[config.mk]
export PLATFORM = sky130hd
export DESIGN_NAME = snake_head_mover
export DESIGN_NICKNAME = d
export VERILOG_FILES = /design/src/rtl/snake_head_mover_pkg.sv /design/src/rtl/snake_head_mover_move_timer.sv /design/src/rtl/snake_head_mover.sv
export SDC_FILE = /design/constraint.sdc
export NUM_CORES = 1
export LEC_CHECK = 0
export BUFFER_PORTS_ARGS = -buffer_cell sky130_fd_sc_hd__buf_2
export CORE_ASPECT_RATIO = 1.75
export CORE_MARGIN = 10
export CORE_UTILIZATION = 58
export CTS_CLUSTER_DIAMETER = 150
export DETAILED_ROUTE_END_ITERATION = 12
export PLACE_DENSITY = 0.82
export SLEW_MARGIN = 20
export SYNTH_ARGS = -nofsm -noshare
export SYNTH_HDL_FRONTEND = slang
export SYNTH_SLANG_ARGS = --single-unit
export TNS_END_PERCENT = 30
[constraint.sdc]
create_clock -name clock -period 2.51 [get_ports clock]
set_input_delay 0.502 -clock clock [delete_from_list [all_inputs] [get_ports clock]]
set_output_delay 0.502 -clock clock [all_outputs]
set_load 0.05 [all_outputs]
[src/rtl/snake_head_mover_pkg.sv]
// Shared encodings and head arithmetic for the snake head mover.
// Head is packed as {row[2:0], col[2:0]} on an 8x8 field.
package snake_head_mover_pkg;

    localparam logic [1:0] DIR_RIGHT = 2'b00;
    localparam logic [1:0] DIR_DOWN  = 2'b01;
    localparam logic [1:0] DIR_LEFT  = 2'b10;
    localparam logic [1:0] DIR_UP    = 2'b11;

    typedef enum logic [1:0] {
        IDLE = 2'b00,
        RUN  = 2'b01,
        HIT  = 2'b10
    } state_e;

    localparam int ROW_MSB = 5;
    localparam int ROW_LSB = 3;
    localparam int COL_MSB = 2;
    localparam int COL_LSB = 0;

    // One cell in the given direction; fields wrap mod 8.
    function automatic logic [5:0] head_step(input logic [5:0] h, input logic [1:0] d);
        logic [2:0] row;
        logic [2:0] col;
        row = h[ROW_MSB:ROW_LSB];
        col = h[COL_MSB:COL_LSB];
        unique case (d)
            DIR_RIGHT: col = col + 3'd1;
            DIR_LEFT:  col = col - 3'd1;
            DIR_DOWN:  row = row + 3'd1;
            DIR_UP:    row = row - 3'd1;
            default:   row = row;
        endcase
        return {row, col};
    endfunction

endpackage

[src/rtl/snake_head_mover_move_timer.sv]
// Move-period counter; tc pulses on the last cycle of each period while enabled.
module snake_head_mover_move_timer #(
    parameter int unsigned MOVE_PERIOD = 25000000
) (
    input  logic clock,
    input  logic reset,
    input  logic enable,
    input  logic clear,
    output logic tc
);

    localparam int unsigned CW = (MOVE_PERIOD > 1) ? $clog2(MOVE_PERIOD) : 1;
    localparam logic [CW-1:0] LAST = CW'(MOVE_PERIOD - 1);

    logic [CW-1:0] count_q, count_d;

    assign tc = enable && (count_q == LAST);

    always_comb begin
        count_d = count_q;
        if (clear) begin
            count_d = '0;
        end else if (enable) begin
            count_d = tc ? '0 : count_q + CW'(1);
        end
    end

    always_ff @(posedge clock) begin
        if (reset) begin
            count_q <= '0;
        end else begin
            count_q <= count_d;
        end
    end

endmodule

[src/rtl/snake_head_mover.sv]
// Snake head position/direction with reversal-safe steering and wall-hit freeze.
module snake_head_mover
    import snake_head_mover_pkg::*;
#(
    parameter int unsigned MOVE_PERIOD = 25000000,
    parameter logic [5:0]  INIT_HEAD   = 6'b011_011,
    parameter logic [1:0]  INIT_DIR    = 2'b00
) (
    input  logic       clock,
    input  logic       reset,
    input  logic       start,
    input  logic [3:0] btn,
    input  logic       colide,
    output logic [5:0] head,
    output logic [1:0] direction,
    output logic       running,
    output logic       game_over,
    output logic       step
);

    state_e     state_q, state_d;
    logic [5:0] head_q, head_d;
    logic [1:0] dir_q, dir_d;
    logic [1:0] last_q, last_d;
    logic       step_q, step_d;
    logic       tick;
    logic [1:0] cand;
    logic       req_ok;

    snake_head_mover_move_timer #(
        .MOVE_PERIOD(MOVE_PERIOD)
    ) u_move_timer (
        .clock (clock),
        .reset (reset),
        .enable(state_q == RUN),
        .clear (state_q != RUN),
        .tc    (tick)
    );

    // Priority up > down > left > right.
    always_comb begin
        if (btn[3]) begin
            cand = DIR_UP;
        end else if (btn[2]) begin
            cand = DIR_DOWN;
        end else if (btn[1]) begin
            cand = DIR_LEFT;
        end else begin
            cand = DIR_RIGHT;
        end
    end

    // Reversal is judged against the last direction actually moved, not the pending one.
    assign req_ok = (state_q == RUN) && (|btn) && (cand != (last_q ^ 2'b10));

    always_ff @(posedge clock) begin
        if (reset) begin
            state_q <= IDLE;
        end else begin
            state_q <= state_d;
        end
    end

    always_comb begin
        state_d = state_q;
        unique case (state_q)
            IDLE:    if (start) state_d = RUN;
            RUN:     if (tick && colide) state_d = HIT;
            HIT:     if (start) state_d = IDLE;
            default: state_d = IDLE;
        endcase
    end

    always_comb begin
        running   = (state_q == RUN);
        game_over = (state_q == HIT);
    end

    always_comb begin
        head_d = head_q;
        dir_d  = dir_q;
        last_d = last_q;
        step_d = 1'b0;
        if (req_ok) begin
            dir_d = cand;
        end
        // The move uses the direction held during the period, not one requested this cycle.
        if ((state_q == RUN) && tick && !colide) begin
            head_d = head_step(head_q, dir_q);
            last_d = dir_q;
            step_d = 1'b1;
        end
        if ((state_q == HIT) && start) begin
            head_d = INIT_HEAD;
            dir_d  = INIT_DIR;
            last_d = INIT_DIR;
        end
    end

    always_ff @(posedge clock) begin
        if (reset) begin
            head_q <= INIT_HEAD;
            dir_q  <= INIT_DIR;
            last_q <= INIT_DIR;
            step_q <= 1'b0;
        end else begin
            head_q <= head_d;
            dir_q  <= dir_d;
            last_q <= last_d;
            step_q <= step_d;
        end
    end

    assign head      = head_q;
    assign direction = dir_q;
    assign step      = step_q;

endmodule
==> results.sh <==
export IMPL_yosys_top_cells_area="dfxtp_1, or4_1, a21oi_1, o21ai_0, nor2_1"
export IMPL_clkPwrFrac_pct=38.9
export IMPL_yosys_area_share_simple_pct=29.7
export IMPL_crit_arrival_ns=2.55
export IMPL_path_cells="or4b_1 -> or4_1 -> or4_1 -> a21oi_1"
export IMPL_synth_cells=221
export IMPL_dr_first_iter_drc_count=42
export IMPL_die_width_um=63.1
export IMPL_synth_top_cell_area_share_pct=40.4
export IMPL_drt_total_wl_um=4240
export IMPL_holdWs_ns=0.478
export IMPL_synth_xor_area_share_pct=6.04
export IMPL_drive_gt1_share_pct=14.1
export IMPL_final_antenna_net_count=0
export IMPL_status="completed"
export IMPL_worstPathMaxFanout=10
export IMPL_cts_setup_buffers=0
export IMPL_core_sq_um=3140
export IMPL_fin_crit_ns=2.32
export IMPL_hold_viol=0
export IMPL_clock_sinks=38
export IMPL_cp_required_ns=2.74
export IMPL_htreeDepth=2
export IMPL_yosys_top_cells_count="dfxtp_1, a21oi_1, nor2_1, o21ai_0, or4_1"
export IMPL_slowest_delay_ns=0.71
export IMPL_placedCellCount=283
export IMPL_hpwl_um=3230
export IMPL_instances_no_fill=291
export IMPL_gp_congestion=0.913
export IMPL_yosys_warnings=0
export IMPL_yosys_area_top_type="dfxtp_1"
export IMPL_setup_tns_ns=0
export IMPL_async_reset_ff_share_pct=0
export IMPL_synthesis_area_sq_um=1880
export IMPL_rsz0062_at_grt="no"
export IMPL_p_int_uw=849
export IMPL_max_freq_ghz=0.431
export IMPL_grt_max_degree=19
export IMPL_cts_tree="done"
export IMPL_avgSynthCellArea_sq_um=8.53
export IMPL_port_buffers=18
export IMPL_cts_resized_gates=0
export IMPL_setup_violations=0
export IMPL_wl_per_cell_um=14.6
export IMPL_p_per_area_nw_per_um2=516
export IMPL_cpMostUsedCell="or4_1"
export IMPL_endpoint_kind="flip-flop"
export IMPL_synthMuxAreaShare_pct=1.06
export IMPL_crit_start="u_move_timer.count_q[15]"
export IMPL_finalClockSkew_ns=0.0114
export IMPL_syn_to_final_growth_pct=13.7
export IMPL_cts_buffers=5
export IMPL_ir_worst_vdd_mv=0.421
export IMPL_cts_hold_buffers_added=0
export IMPL_path_clk_slew_ns=0.07
export IMPL_tightest_slew_ns=0.569
export IMPL_cts_buffer_depth=2
export IMPL_seq_power_share_pct=55.6
export IMPL_crit_path_start_kind="flip-flop"
export IMPL_grtUsageTotal_pct=14.8
export IMPL_grt_pass1_vias=1629
export IMPL_synth_nets=232
export IMPL_die_h_um=95.4
export IMPL_drt_drc_violations_left=0
export IMPL_grt_pass1_wl_um=7230
export IMPL_maxCapViolCount=0
export IMPL_slew_viol_final=0
export IMPL_hp_class="reg -> reg"
export IMPL_start_util_pct=60.0
export IMPL_synth_distinct_cells=41
export IMPL_synth_most_common_cell="dfxtp_1"
export IMPL_power_switching_uw=257
export IMPL_ios=19
export IMPL_crit_type="reg -> reg"
export IMPL_synth_top_family_by_area="simple AND/OR/NAND/NOR gates"
export IMPL_synth_seq_cells=38
export IMPL_diodes=0
export IMPL_synth_edff_count=0
export IMPL_num_fill_cells=286
export IMPL_dr_pass1_iters=4
export IMPL_gr_total_overflow=0
export IMPL_vias_per_cell=5.90
export IMPL_yosys_most_used_dff="dfxtp_1"
export IMPL_vias=1718
export IMPL_crit_slowest_cell="or4_1"
export IMPL_num_rows=27
export IMPL_pwr_share_comb_pct=5.5
export IMPL_antenna_found_initial=0
export IMPL_r2r_start="u_move_timer.count_q[15]"
export IMPL_clkLatencyLatePin_ns=0.29
export IMPL_period_share_pct=92.5
export IMPL_die_area_sq_um=6020
export IMPL_leakage_nw=0.746
export IMPL_relSlewSlack_pct=61.7
export IMPL_synthAdderAreaFrac_pct=2.79
export IMPL_synth_compound_area_share_pct=16.9
export IMPL_sw_frac_of_total_pct=23.3
export IMPL_finalNetCount=258
export IMPL_ys_seq_area_share_pct=40.4
export IMPL_hold_path_startpoint="u_move_timer.count_q[0]"
export IMPL_root_buffer="clkbuf_8"
[worst paths after layout]
kind | endpoint | slack, ns | cells after the start
worst min register to register | u_move_timer.count_q[0] | 0.48 | 1
worst max-delay path | head[5] | 0.19 | 4
worst max register to register | head[5] | 0.19 | 4
worst min-delay path | u_move_timer.count_q[0] | 0.48 | 1
[through the flow]
step                      util, %  setup slack [ns]  area, sq um  power [mW]
after floorplan                 -             0.279         1880       0.667
after global placement       65.3             0.209         2050       0.689
after detailed placement     65.3             0.183         2050       0.691
after CTS                    68.2             0.179         2140        1.12
after global routing         68.2            0.0908         2140        1.14
final                        68.2             0.189         2140        1.11
[worst max-delay path, delay by kind of cell, from the launching register on]
family | cells | cell delay (ns)
AND/OR/NAND/NOR | 3 | 1.79
AO/OA/AOI/OAI | 1 | 0.14
flip-flops | 1 | 0.34
[final cells by class]
| cell class | instances | area (sq um) | area share [%] |
|---|---|---|---|
| clock buffers | 7 | 86.3 | 4.03 |
| clock inverters | 1 | 5.00 | 0.234 |
| inverters | 10 | 37.5 | 1.75 |
| multi-input cells | 168 | 1060 | 49.7 |
| flip-flops and latches | 38 | 761 | 35.5 |
| well taps | 43 | 53.8 | 2.51 |
| repair buffers | 24 | 135 | 6.30 |
[cell usage in the layout (no fill, tap or decap), types with 6 or more instances in the layout]
master    netlist  final
o21ai_0        17     17
a21oi_1        19     19
nand2_1        12     12
buf_2           2     18
inv_1          10     10
or4_1          13     13
buf_4           0      6
nand3_1         7      7
dfxtp_1        38     38
nand4_1         8      8
xnor2_1         7      7
clkbuf_8        0      6
nor3_1          8      8
or3_1           9      9
xor2_1          6      6
nor2_1         17     17
[per-layer routing]
layer	global-route usage, %	vias to the layer above	routed length (um)
li1	-	873	-
met1	14.7	808	1690
met2	26.4	28	2260
met3	4.81	9	166
met4	8.80	0	116
met5	0	-	0
[kinds of logic (layout without fill, tap and decap cells)]
group	count (synthesis)	in the layout
and+or+nand+nor	98	98
buffers and inverters	15	42
muxes	2	2
adders and majority gates	3	3
DFF	38	38
AOI/OAI and AO/OA	52	52
xor gates and xnor gates	13	13
[power groups by stage]
stage | logic (mW) | registers, mW | clock network (mW)
after floorplan | 0.0311 | 0.636 | 0
after global placement | 0.0604 | 0.629 | 0
after detailed placement | 0.0612 | 0.629 | 0
after CTS | 0.0615 | 0.615 | 0.444
after global routing | 0.0669 | 0.616 | 0.462
final | 0.0607 | 0.615 | 0.430
[flip-flops by register name (all words and copies together), names as in the netlist]
register	cells
step	1
head	6
last_q	2
state_q	2
u_move_timer.count_q	25
direction	2
Power figures use the tool's default switching activity.
